==> src/rtl/geofence_pkg.sv <==
// rtl/geofence_pkg.sv - shared constants, types and FSM states for the geofence feeder
package geofence_pkg;
  localparam int COORD_W       = 10;
  localparam int PTS_PER_FRAME = 7;
  localparam int FIFO_DEPTH    = 14;
  localparam int WAIT_TIMEOUT  = 255;
  localparam int PT_W          = 2 * COORD_W;
  localparam int PTR_W         = $clog2(FIFO_DEPTH);
  localparam int CNT_W         = $clog2(FIFO_DEPTH + 1);

  typedef enum logic [1:0] {HOLD, STREAM, WAIT} state_t;
endpackage

==> src/rtl/geofence_if.sv <==
// rtl/geofence_if.sv - host point stream, engine link and result/status bundle
interface geofence_if;
  import geofence_pkg::*;

  logic               wr_valid;
  logic               wr_ready;
  logic [COORD_W-1:0] wr_x;
  logic [COORD_W-1:0] wr_y;
  logic               gf_reset;
  logic [COORD_W-1:0] gf_x;
  logic [COORD_W-1:0] gf_y;
  logic               gf_valid;
  logic               gf_is_inside;
  logic               res_valid;
  logic               res_inside;
  logic [7:0]         res_index;
  logic [7:0]         inside_cnt;
  logic               err_timeout;
  logic               err_protocol;

  // master: host/engine side; slave: the feeder
  modport master (
    output wr_valid, wr_x, wr_y, gf_valid, gf_is_inside,
    input  wr_ready, gf_reset, gf_x, gf_y, res_valid, res_inside, res_index,
           inside_cnt, err_timeout, err_protocol
  );
  modport slave (
    input  wr_valid, wr_x, wr_y, gf_valid, gf_is_inside,
    output wr_ready, gf_reset, gf_x, gf_y, res_valid, res_inside, res_index,
           inside_cnt, err_timeout, err_protocol
  );
endinterface

==> src/rtl/geofence_feeder_point_fifo.sv <==
// rtl/geofence_feeder_point_fifo.sv - two-frame {x,y} point FIFO with modulo-14 pointers
module point_fifo
  import geofence_pkg::*;
(
  input  logic             clk,
  input  logic             reset,
  input  logic             push,
  input  logic             pop,
  input  logic [PT_W-1:0]  wdata,
  output logic [PT_W-1:0]  rdata,
  output logic [CNT_W-1:0] count,
  output logic             full
);
  logic [PT_W-1:0]  mem [FIFO_DEPTH];
  logic [PTR_W-1:0] wr_ptr;
  logic [PTR_W-1:0] rd_ptr;
  logic             do_push;
  logic             do_pop;

  function automatic logic [PTR_W-1:0] next_ptr(input logic [PTR_W-1:0] p);
    return (p == PTR_W'(FIFO_DEPTH - 1)) ? '0 : p + PTR_W'(1);
  endfunction

  assign full    = (count == CNT_W'(FIFO_DEPTH));
  assign do_push = push && !full;
  assign do_pop  = pop && (count != '0);
  assign rdata   = mem[rd_ptr];

  always_ff @(posedge clk or posedge reset) begin
    if (reset) begin
      wr_ptr <= '0;
      rd_ptr <= '0;
      count  <= '0;
    end else begin
      if (do_push) wr_ptr <= next_ptr(wr_ptr);
      if (do_pop)  rd_ptr <= next_ptr(rd_ptr);
      count <= count + CNT_W'(do_push) - CNT_W'(do_pop);
    end
  end

  // storage needs no reset: only entries between the pointers are ever read
  always_ff @(posedge clk) begin
    if (do_push) mem[wr_ptr] <= wdata;
  end
endmodule

==> src/rtl/geofence_feeder.sv <==
// rtl/geofence_feeder.sv - buffers 7-point frames and streams them to the geofence engine
module geofence_feeder
  import geofence_pkg::*;
(
  input  logic       clk,
  input  logic       reset,
  geofence_if.slave  bus
);
  state_t             state;
  state_t             next_state;
  logic [2:0]         idx;
  logic [7:0]         wait_cnt;
  logic               pop;
  logic               full;
  logic [CNT_W-1:0]   count;
  logic [PT_W-1:0]    head;
  logic               frame_avail;
  logic               result;
  logic               timeout;
  logic [COORD_W-1:0] gf_x_c;
  logic [COORD_W-1:0] gf_y_c;
  logic               gf_reset_q;
  logic               res_valid_q;
  logic               res_inside_q;
  logic [7:0]         res_index_q;
  logic [7:0]         inside_cnt_q;
  logic               err_timeout_q;
  logic               err_protocol_q;

  point_fifo u_fifo (
    .clk   (clk),
    .reset (reset),
    .push  (bus.wr_valid),
    .pop   (pop),
    .wdata ({bus.wr_x, bus.wr_y}),
    .rdata (head),
    .count (count),
    .full  (full)
  );

  assign frame_avail = (count >= CNT_W'(PTS_PER_FRAME));
  assign result      = (state == WAIT) && bus.gf_valid;
  assign timeout     = (state == WAIT) && !bus.gf_valid && (wait_cnt == 8'(WAIT_TIMEOUT - 1));

  always_comb begin
    next_state = state;
    pop        = 1'b0;
    gf_x_c     = '0;
    gf_y_c     = '0;
    case (state)
      HOLD: begin
        if (frame_avail) next_state = STREAM;
      end
      STREAM: begin
        pop    = 1'b1;
        gf_x_c = head[PT_W-1:COORD_W];
        gf_y_c = head[COORD_W-1:0];
        if (idx == 3'(PTS_PER_FRAME - 1)) next_state = WAIT;
      end
      WAIT: begin
        if (bus.gf_valid)  next_state = frame_avail ? STREAM : HOLD;
        else if (timeout)  next_state = HOLD;
      end
      default: next_state = HOLD;
    endcase
  end

  // gf_reset follows the next state so it drops on the very edge that enters STREAM
  always_ff @(posedge clk or posedge reset) begin
    if (reset) begin
      state      <= HOLD;
      idx        <= '0;
      wait_cnt   <= '0;
      gf_reset_q <= 1'b1;
    end else begin
      state      <= next_state;
      idx        <= (state == STREAM && next_state == STREAM) ? idx + 3'd1 : '0;
      wait_cnt   <= (state == WAIT && next_state == WAIT) ? wait_cnt + 8'd1 : '0;
      gf_reset_q <= (next_state == HOLD);
    end
  end

  // res_index names the frame being reported, so it advances once the pulse is over
  always_ff @(posedge clk or posedge reset) begin
    if (reset) begin
      res_valid_q    <= 1'b0;
      res_inside_q   <= 1'b0;
      res_index_q    <= '0;
      inside_cnt_q   <= '0;
      err_timeout_q  <= 1'b0;
      err_protocol_q <= 1'b0;
    end else begin
      res_valid_q <= result;
      if (result) res_inside_q <= bus.gf_is_inside;
      if (result && bus.gf_is_inside && inside_cnt_q != 8'hFF) inside_cnt_q <= inside_cnt_q + 8'd1;
      if (res_valid_q || timeout) res_index_q <= res_index_q + 8'd1;
      if (timeout) err_timeout_q <= 1'b1;
      if (bus.gf_valid && state != WAIT) err_protocol_q <= 1'b1;
    end
  end

  assign bus.wr_ready     = !full;
  assign bus.gf_reset     = gf_reset_q;
  assign bus.gf_x         = gf_x_c;
  assign bus.gf_y         = gf_y_c;
  assign bus.res_valid    = res_valid_q;
  assign bus.res_inside   = res_inside_q;
  assign bus.res_index    = res_index_q;
  assign bus.inside_cnt   = inside_cnt_q;
  assign bus.err_timeout  = err_timeout_q;
  assign bus.err_protocol = err_protocol_q;
endmodule

==> src/flat_wrapper.sv <==
// flat-port wrapper written by rule: the top's interface ports become plain ports
module geofence_feeder_flat import geofence_pkg::*;
  (clk, reset, bus_wr_valid, bus_wr_x, bus_wr_y, bus_gf_valid, bus_gf_is_inside, bus_wr_ready, bus_gf_reset, bus_gf_x, bus_gf_y, bus_res_valid, bus_res_inside, bus_res_index, bus_inside_cnt, bus_err_timeout, bus_err_protocol);
  geofence_if bus_i ();
  input  logic clk;
  input  logic reset;
  input wire logic [$bits(bus_i.wr_valid)-1:0] bus_wr_valid;
  input wire logic [$bits(bus_i.wr_x)-1:0] bus_wr_x;
  input wire logic [$bits(bus_i.wr_y)-1:0] bus_wr_y;
  input wire logic [$bits(bus_i.gf_valid)-1:0] bus_gf_valid;
  input wire logic [$bits(bus_i.gf_is_inside)-1:0] bus_gf_is_inside;
  output wire logic [$bits(bus_i.wr_ready)-1:0] bus_wr_ready;
  output wire logic [$bits(bus_i.gf_reset)-1:0] bus_gf_reset;
  output wire logic [$bits(bus_i.gf_x)-1:0] bus_gf_x;
  output wire logic [$bits(bus_i.gf_y)-1:0] bus_gf_y;
  output wire logic [$bits(bus_i.res_valid)-1:0] bus_res_valid;
  output wire logic [$bits(bus_i.res_inside)-1:0] bus_res_inside;
  output wire logic [$bits(bus_i.res_index)-1:0] bus_res_index;
  output wire logic [$bits(bus_i.inside_cnt)-1:0] bus_inside_cnt;
  output wire logic [$bits(bus_i.err_timeout)-1:0] bus_err_timeout;
  output wire logic [$bits(bus_i.err_protocol)-1:0] bus_err_protocol;
  assign bus_i.wr_valid = bus_wr_valid;
  assign bus_i.wr_x = bus_wr_x;
  assign bus_i.wr_y = bus_wr_y;
  assign bus_i.gf_valid = bus_gf_valid;
  assign bus_i.gf_is_inside = bus_gf_is_inside;
  assign bus_wr_ready = bus_i.wr_ready;
  assign bus_gf_reset = bus_i.gf_reset;
  assign bus_gf_x = bus_i.gf_x;
  assign bus_gf_y = bus_i.gf_y;
  assign bus_res_valid = bus_i.res_valid;
  assign bus_res_inside = bus_i.res_inside;
  assign bus_res_index = bus_i.res_index;
  assign bus_inside_cnt = bus_i.inside_cnt;
  assign bus_err_timeout = bus_i.err_timeout;
  assign bus_err_protocol = bus_i.err_protocol;
  geofence_feeder u_core (.clk(clk), .reset(reset), .bus(bus_i));
endmodule
==> config.mk <==
export PLATFORM = sky130hd
export DESIGN_NAME = geofence_feeder_flat
export DESIGN_NICKNAME = d
export VERILOG_FILES = /design/src/rtl/geofence_pkg.sv /design/src/rtl/geofence_if.sv /design/src/rtl/geofence_feeder_point_fifo.sv /design/src/rtl/geofence_feeder.sv /design/src/flat_wrapper.sv
export SDC_FILE = /design/constraint.sdc
export NUM_CORES = 1
export LEC_CHECK = 0
export BUFFER_PORTS_ARGS = -buffer_cell sky130_fd_sc_hd__buf_2
export CAP_MARGIN = 10
export CORE_AREA = 2 2 165 167
export CTS_BUF_LIST = sky130_fd_sc_hd__clkbuf_4 sky130_fd_sc_hd__clkbuf_8
export CTS_CLUSTER_DIAMETER = 60
export DETAILED_ROUTE_END_ITERATION = 12
export DIE_AREA = 0 0 167 169
export GPL_TIMING_DRIVEN = 0
export PLACE_DENSITY_LB_ADDON = 0.05
export SYNTH_ARGS = -nofsm -noshare
export SYNTH_HDL_FRONTEND = slang
export SYNTH_SLANG_ARGS = --single-unit
==> constraint.sdc <==
create_clock -name clk -period 3.8 [get_ports clk]
set_input_delay 0.76 -clock clk [delete_from_list [all_inputs] [get_ports clk]]
set_output_delay 0.76 -clock clk [all_outputs]
set_load 0.01 [all_outputs]
==> results.md, run 1 <==
- Combinational fraction of design power: around 33%
- Synth Area in XOR/XNOR: around 1.6%
- Final Cell Area: roughly 15000 um^2
- Req. time, crit path: roughly 3.0 ns
- DIE AREA: 28200 um^2
- Net Sw Power: 0.00342 W
- Layout cells sized above 1: 31.1%
- Post-CTS sizing: 0
- Reg clk slew, reported paths: about 0.060 ns
- Nets: 860
- Post-synth top flop: edfxtp_1
- Compound-cell area share of the yosys netlist: 3.71%
- Syn Inst Count: between 600 and 700
- Max-cap violations: 0
- Vias in the first global route: 7128
- EDFF count, synth: 280
- Clk root buf: clkbuf_8
- Syn-to-layout area delta: 17.0%
- Die Ht: roughly 170 um
- Maximum VDD drop: ~0.46 mV
- Post-Syn Nets: a little over 700
- Drt total wl: 28200 um
- Row cnt: 60
- Multiplexer share of the synthesized area: between 10% and 20%
- Post-Synth Adder-Cell Area: under 10%
- Final setup fails: 0
- Core Area: around 27000 um^2
- FF+latch count, synth: 326
- Cells on worst reg2reg path: 7
- Die width: roughly 170 um
- Leak: around 5.5 nW
- Grt ovf: 0
- Status: finished, final reports clean
- Vias: between 6k and 7k
- Post-DRT Antenna Nets: 0
- Async set-or-reset flop fraction in the synthesized netlist: between 10% and 20%
- Final hold violations: 0
- RSZ-0062 raised after global routing: no
- HPWL Detailed: approximately 18000 um
- DR WL/cell: approximately 23 um
- Rel. slew slack: around 37%
- Worst EP arrival: roughly 2.8 ns
- Pre-CTS WS: approximately 0.79 ns
- GRT Max-Usage Layer: met2
- 1st-iter DRT viols: 485
- Pwr Total: around 0.011 W
- Clk_lat worst skew: ~0.57 ns
- CTS tree: built
- Mean area per synthesized cell: roughly 19 um^2
- Leading cell type in the layout, fill and taps excluded: edfxtp_1
- CTS H-tree lvls: 2
- Most frequent cells in the layout: edfxtp_1, buf_2, clkbuf_8
- Hold WC Path Type: in -> async
- Largest net degree at the start of global routing: 39
- Fmax: about 280 MHz
- Main combinational cell family by area after synthesis: multiplexers
- # port buffers: 66
- Mapped Area: between 10000 and 15000 um^2
- Clk buf depth: 3
- P_int: approximately 0.0074 W
- Vias/cell: between 5 and 6
- Actual slew at the worst max-slew pin: 0.933 ns
- First-pass GRT wire length: 42800 um
- FF-to-FF setup slack: between 0.8 and 0.9 ns
- Critical path startpoint category: flip-flop
- Clock buffer count from CTS: 52
- Period utilisation layout: between 90% and 100%
- All-Layer GR Usage: 20.4%
- Clock Power Share: between 20% and 30%
- Hold-fix buffers at CTS: 0
- Switching share of power: a little under a third
- Initial core utilization: approximately half
- Synth cell types: 52
- R2r startpoint: u_core.u_fifo.count[2]$_DFF_PP0_
- Reg-to-Reg End: u_core.u_fifo.mem[0][18]$_DFFE_PP_
- CP endpoint kind: output pin
- Cell Area, Placed: between 10000 and 15000 um^2
- PwrDens: 713 nW/um^2
- Sequential power share: roughly two fifths
- CP Max Fanout: 10
- Final worst slack: about 0.21 ns
- Simple-gate share of the synthesized area: 3.96%
- Met3 Usage GRT: ~3.8%
- Ys Warns: 0
- DRC: 0
- Met2 usage: about a third
- Placer Congestion: 0.740
- Seq/Total Area, Yosys: between 70% and 80%
- Clock Skew: between 0.02 and 0.025 ns
- Clk sinks: about 330
- Max-slew violations: 0
- Drt pass-1 iters: 5
- Antenna diodes: 0
- WS Path Type: reg -> out
- Top-Level Pins: 67
- Min Tclk post-route: around 3.6 ns
- Post-CTS Setup Inserts: 0
- Initial antenna violation count: 0
- GR Layer Usage met1: 27.9%
layout make-up:
class,instances,area (um^2)
fillers,2018,11300
flip-flops and latches,326,9560
multi-input cells,304,3240
clock buffers,72,878
repair buffers,92,706
well taps,341,427
plain buffers,33,211
clock inverters,24,131
inverters,12,45.0
worst max-delay path: stages, from the launching register on:
cell     delay (ns)
dfrtp_1        0.33
buf_2          0.30
buf_2          0.34
buf_2          0.39
mux4_2         0.37
a22oi_1        0.23
a21oi_1        0.11
buf_2          0.17
layer usage:
metal / up-vias / part of all wire, %
met5: - / 0
met4: 0 / 2.4
met3: 56 / 4.6
met2: 189 / 49
met1: 3551 / 44
li1: 3029 / -
sequential cells by signal, indices dropped and copies added (netlist names):
register                 flops
u_core.wait_cnt              8
u_core.state                 2
u_core.idx                   3
u_core.bus.res_valid         1
u_core.bus.res_inside        1
u_core.bus.err_timeout       1
u_core.u_fifo.wr_ptr         4
u_core.u_fifo.rd_ptr         4
u_core.bus.res_index         8
u_core.bus.gf_reset          1
u_core.bus.err_protocol      1
u_core.u_fifo.mem          280
u_core.u_fifo.count          4
u_core.bus.inside_cnt        8
metrics by stage:
stage,hold slack [ns],setup TNS (ns),util (%),std cells
detailed placement,0.455,0,53.5,1108
finish,0.109,0,57.3,1204
floorplan,0.430,0,-,675
global route,0.108,0,57.3,1204
global placement,0.435,-190.36,51.9,1082
CTS,0.0770,0,57.3,1204
synth_stat cells (2+ instances only):
cell type  number  share of area (%)
edfxtp_1      280                 65
dfrtp_1        45                8.7
mux4_2         39                6.8
nor2_1         34               0.98
mux2i_1        23                1.8
a21oi_1        21               0.81
mux4_1         21                4.2
nand2_1        20               0.58
ha_1           13                1.3
xor2_1         13               0.88
inv_1          12               0.35
a22oi_1        11               0.64
clkbuf_1       11               0.32
mux2_2         11               0.95
xnor2_1        11               0.74
a211oi_1       10               0.58
buf_2          10               0.39
nor3_1          8               0.31
o22ai_1         8               0.39
nand3_1         7               0.27
nand4_1         6               0.29
and3_1          5               0.24
nand2b_1        5               0.24
buf_6           4               0.35
o21ai_0         4               0.15
a21o_1          3               0.17
buf_4           3               0.17
nor2b_1         3               0.14
nor3b_1         3               0.17
a31o_2          2               0.13
and2_1          2              0.096
and4_1          2               0.13
buf_1           2              0.058
buf_12          2               0.31
nand4b_1        2               0.13
o22ai_2         2               0.19
o2bb2ai_1       2               0.13
power groups by stage:
| stage | clock [W] | sequential [W] | combinational (W) |
|---|---|---|---|
| 2_1_floorplan | 0 | 0.00451 | 0.00228 |
| 3_3_place_gp | 0 | 0.00453 | 0.00332 |
| 3_5_place_dp | 0 | 0.00453 | 0.00356 |
| 4_1_cts | 0.00295 | 0.00446 | 0.00357 |
| 5_1_grt | 0.00311 | 0.00449 | 0.00380 |
| 6_report | 0.00286 | 0.00445 | 0.00353 |
how the worst max path moves through the flow:
| stage | startpoint | endpoint | slack [ns] | depth (start not counted) |
|---|---|---|---|---|
| 2_1_floorplan | u_core.u_fifo.count[2]$_DFF_PP0_ | u_core.u_fifo.mem[1][0]$_DFFE_PP_ | 0.43 | 4 |
| 3_3_place_gp | bus_wr_valid | u_core.u_fifo.mem[1][1]$_DFFE_PP_ | -2.54 | 3 |
| 3_5_place_dp | u_core.u_fifo.rd_ptr[1]$_DFFE_PP0P_ | bus_gf_x[2] | 0.79 | 7 |
| 4_1_cts | u_core.u_fifo.rd_ptr[1]$_DFFE_PP0P_ | bus_gf_x[2] | 0.15 | 7 |
| 5_1_grt | u_core.u_fifo.rd_ptr[1]$_DFFE_PP0P_ | bus_gf_x[2] | 0.07 | 7 |
| 6_report | u_core.u_fifo.rd_ptr[1]$_DFFE_PP0P_ | bus_gf_x[2] | 0.21 | 7 |
kinds of logic (layout without fill, tap and decap cells):
kind of cell / Yosys count / in the layout
muxes: 94 / 94
AOI/OAI and AO/OA: 70 / 70
adders and majority gates: 14 / 14
and+or+nand+nor: 102 / 102
buffers and inverters: 45 / 233
xor gates and xnor gates: 24 / 24
DFF: 326 / 326
Power figures use the tool's default switching activity.
==> inputs of run 2 (changes only) <==
--- a/config.mk
+++ b/config.mk
@@ -5,13 +5,13 @@
 export SDC_FILE = /design/constraint.sdc
 export NUM_CORES = 1
 export LEC_CHECK = 0
-export BUFFER_PORTS_ARGS = -buffer_cell sky130_fd_sc_hd__buf_2
 export CAP_MARGIN = 10
 export CORE_AREA = 2 2 165 167
 export CTS_BUF_LIST = sky130_fd_sc_hd__clkbuf_4 sky130_fd_sc_hd__clkbuf_8
 export CTS_CLUSTER_DIAMETER = 60
 export DETAILED_ROUTE_END_ITERATION = 12
 export DIE_AREA = 0 0 167 169
+export DONT_BUFFER_PORTS = 1
 export GPL_TIMING_DRIVEN = 0
 export PLACE_DENSITY_LB_ADDON = 0.05
 export SYNTH_ARGS = -nofsm -noshare
==> results.md, run 2 (same netlist as run 1, synthesis figures left out) <==
- Leading cell type in the layout, fill and taps excluded: edfxtp_1
- Hold WC Path Type: in -> async
- Max-cap violations: 0 (unchanged)
- Area of the multi-input gates: 3250 um^2 (+0.46%)
- Fmax: 282 MHz (+1.3%)
- Vias: 6519 (-4.5%)
- Initial core utilization: 49.0% (unchanged)
- Most frequent cells in the layout: edfxtp_1, clkbuf_8, dfrtp_1
- DRC: 0 (unchanged)
- Final hold violations: 0 (unchanged)
- Drt pass-1 iters: 5 (unchanged)
- Row cnt: 60 (unchanged)
- Clk buf depth: 3 (unchanged)
- Post-DRT Antenna Nets: 0 (unchanged)
- Vias in the first global route: 6909 (-3.1%)
- Final setup fails: 0 (unchanged)
- Clk sinks: 326 (unchanged)
- Req. time, crit path: 3.04 ns (about the same)
- CTS H-tree lvls: 2 (unchanged)
- RSZ-0062 raised after global routing: no
- Layout cells sized above 1: 24.2% (-6.8 points)
- Min Tclk post-route: 3.54 ns (-0.0476 ns)
- Period utilisation layout: 93.3% (-1.3 points)
- Hold-fix buffers at CTS: 0 (unchanged)
- Largest register FFs: 280 (unchanged)
- Clock Skew: 0.0157 ns (-0.00549 ns)
- Nets: 793 (-7.8%)
- Die Ht: 169 um (unchanged)
- Clk root buf: clkbuf_8
- Post-CTS Setup Inserts: 0 (unchanged)
- Critical path startpoint category: flip-flop
- Pre-CTS WS: 0.677 ns (-0.111 ns)
- Placed cells: 1038 (-6.3%)
- Cell Area, Placed: 13800 um^2 (-3.0%)
- Antenna diodes: 0 (unchanged)
- FF-to-FF setup slack: 0.91 ns (+0.03 ns)
- Grt ovf: 0 (unchanged)
- Worst EP arrival: 2.78 ns (-0.05 ns)
- # port buffers: 0 (-100%)
- PwrDens: 716 nW/um^2 (+0.39%)
- DIE AREA: 28200 um^2 (unchanged)
- Reg clk slew, reported paths: 0.06 ns (about the same)
- Maximum VDD drop: 0.391 mV (-15%)
- CP endpoint kind: output pin
- Actual slew at the worst max-slew pin: 0.960 ns (+0.0270 ns)
- WS Path Type: reg -> out
- CTS tree: built
- Core Area: 26500 um^2 (unchanged)
- Drt total wl: 27700 um (-1.8%)
- Rel. slew slack: 35.7% (-1.8 points)
- First-pass GRT wire length: 41700 um (-2.7%)
- Placer Congestion: 0.759 (+2.5%)
- Filler instances: 2025 (+0.35%)
- Status: finished, final reports clean
- TNS Setup: 0 ns (unchanged)
- Vias/cell: 5.75 (+1.4%)
- Reg area: 9560 um^2 (unchanged)
- Reg with most FFs: u_core.u_fifo.mem
- Clock buffer count from CTS: 55 (+5.8%)
- Largest net degree at the start of global routing: 25 (-36%)
- Max-slew violations: 0 (unchanged)
- Final Instance Count excl. Fillers: 1134 (-5.8%)
- Die width: 167 um (unchanged)
- Final Cell Area: 14800 um^2 (-2.9%)
- Leak: 5.12 nW (-6.5%)
- DR WL/cell: 24.4 um (+4.3%)
- Clk_lat worst skew: 0.59 ns (+0.02 ns)
- Worst hold margin: 0.109 ns (+0.0000980 ns)
- Top-Level Pins: 67 (unchanged)
- Initial antenna violation count: 0 (unchanged)
- CP Max Fanout: 10 (unchanged)
- Post-CTS sizing: 0 (unchanged)
- All-Layer GR Usage: 20.0% (-0.46 points)
- HPWL Detailed: 17500 um (-4.6%)
- Syn-to-layout area delta: 13.6%
- 1st-iter DRT viols: 491 (+1.2%)
- Final worst slack: 0.256 ns (+0.0476 ns)
[run 2: cell types whose count changed in the layout (fill, tap and decap cells not counted)]
cell	before	now
clkinv_2	8	6
buf_12	3	2
clkbuf_4	18	12
inv_6	1	0
nor2_4	1	4
buf_2	76	10
nor2_2	6	3
buf_8	2	3
buf_16	5	1
clkbuf_8	54	55
inv_8	0	1
clkinvlp_4	0	1
clkinv_1	14	20
[run 2: final timing paths]
kind | startpoint | endpoint | depth (start not counted)
setup / recovery | u_core.u_fifo.rd_ptr[1]$_DFFE_PP0P_ | bus_gf_y[3] | 6
setup reg to reg | u_core.u_fifo.count[2]$_DFF_PP0_ | u_core.u_fifo.mem[0][1]$_DFFE_PP_ | 6
min in group clk | bus_wr_x[8] | u_core.u_fifo.mem[13][18]$_DFFE_PP_ | 0
max in group asynchronous | reset | u_core.u_fifo.rd_ptr[0]$_DFFE_PP0P_ | 2
hold reg to reg | u_core.idx[0]$_DFF_PP0_ | u_core.idx[0]$_DFF_PP0_ | 1
hold / removal | reset | u_core.bus.res_index[7]$_DFFE_PP0P_ | 1
[run 2: metrics by stage]
stage	total power [W]	util (%)
global route	0.0111	55.7
floorplan	0.00679	-
detailed placement	0.00782	51.9
global placement	0.00763	50.6
finish	0.0106	55.7
CTS	0.0107	55.7
[run 2: critical path: stages (launching register included)]
cell	delay (ns)
dfrtp_1	0.32
buf_2	0.29
buf_2	0.34
buf_2	0.34
mux4_1	0.24
o22ai_1	0.09
a211oi_1	0.57
[run 2: power by group]
part	total [W]	internal [W]	switching (W)
sequential	0.00448	0.00432	0.000153
clock	0.00286	0.00153	0.00133
combinational	0.00323	0.00135	0.00188
[run 2: area by class of cell]
type	count	area share, %
Timing Repair Buffer	22	1.76
Inverter	12	0.305
Buffer	33	1.43
Sequential cell	326	64.8
Multi-Input combinational cell	304	22.0
Tap cell	341	2.89
Clock buffer	67	5.74
Clock inverter	29	1.04
[run 2: layer usage]
metal,GRT usage [%],vias up,wire length (um)
met5,0,-,0
met4,6.52,0,719
met3,4.56,59,1520
met2,33.2,185,13700
met1,26.3,3396,11800
li1,-,2879,-
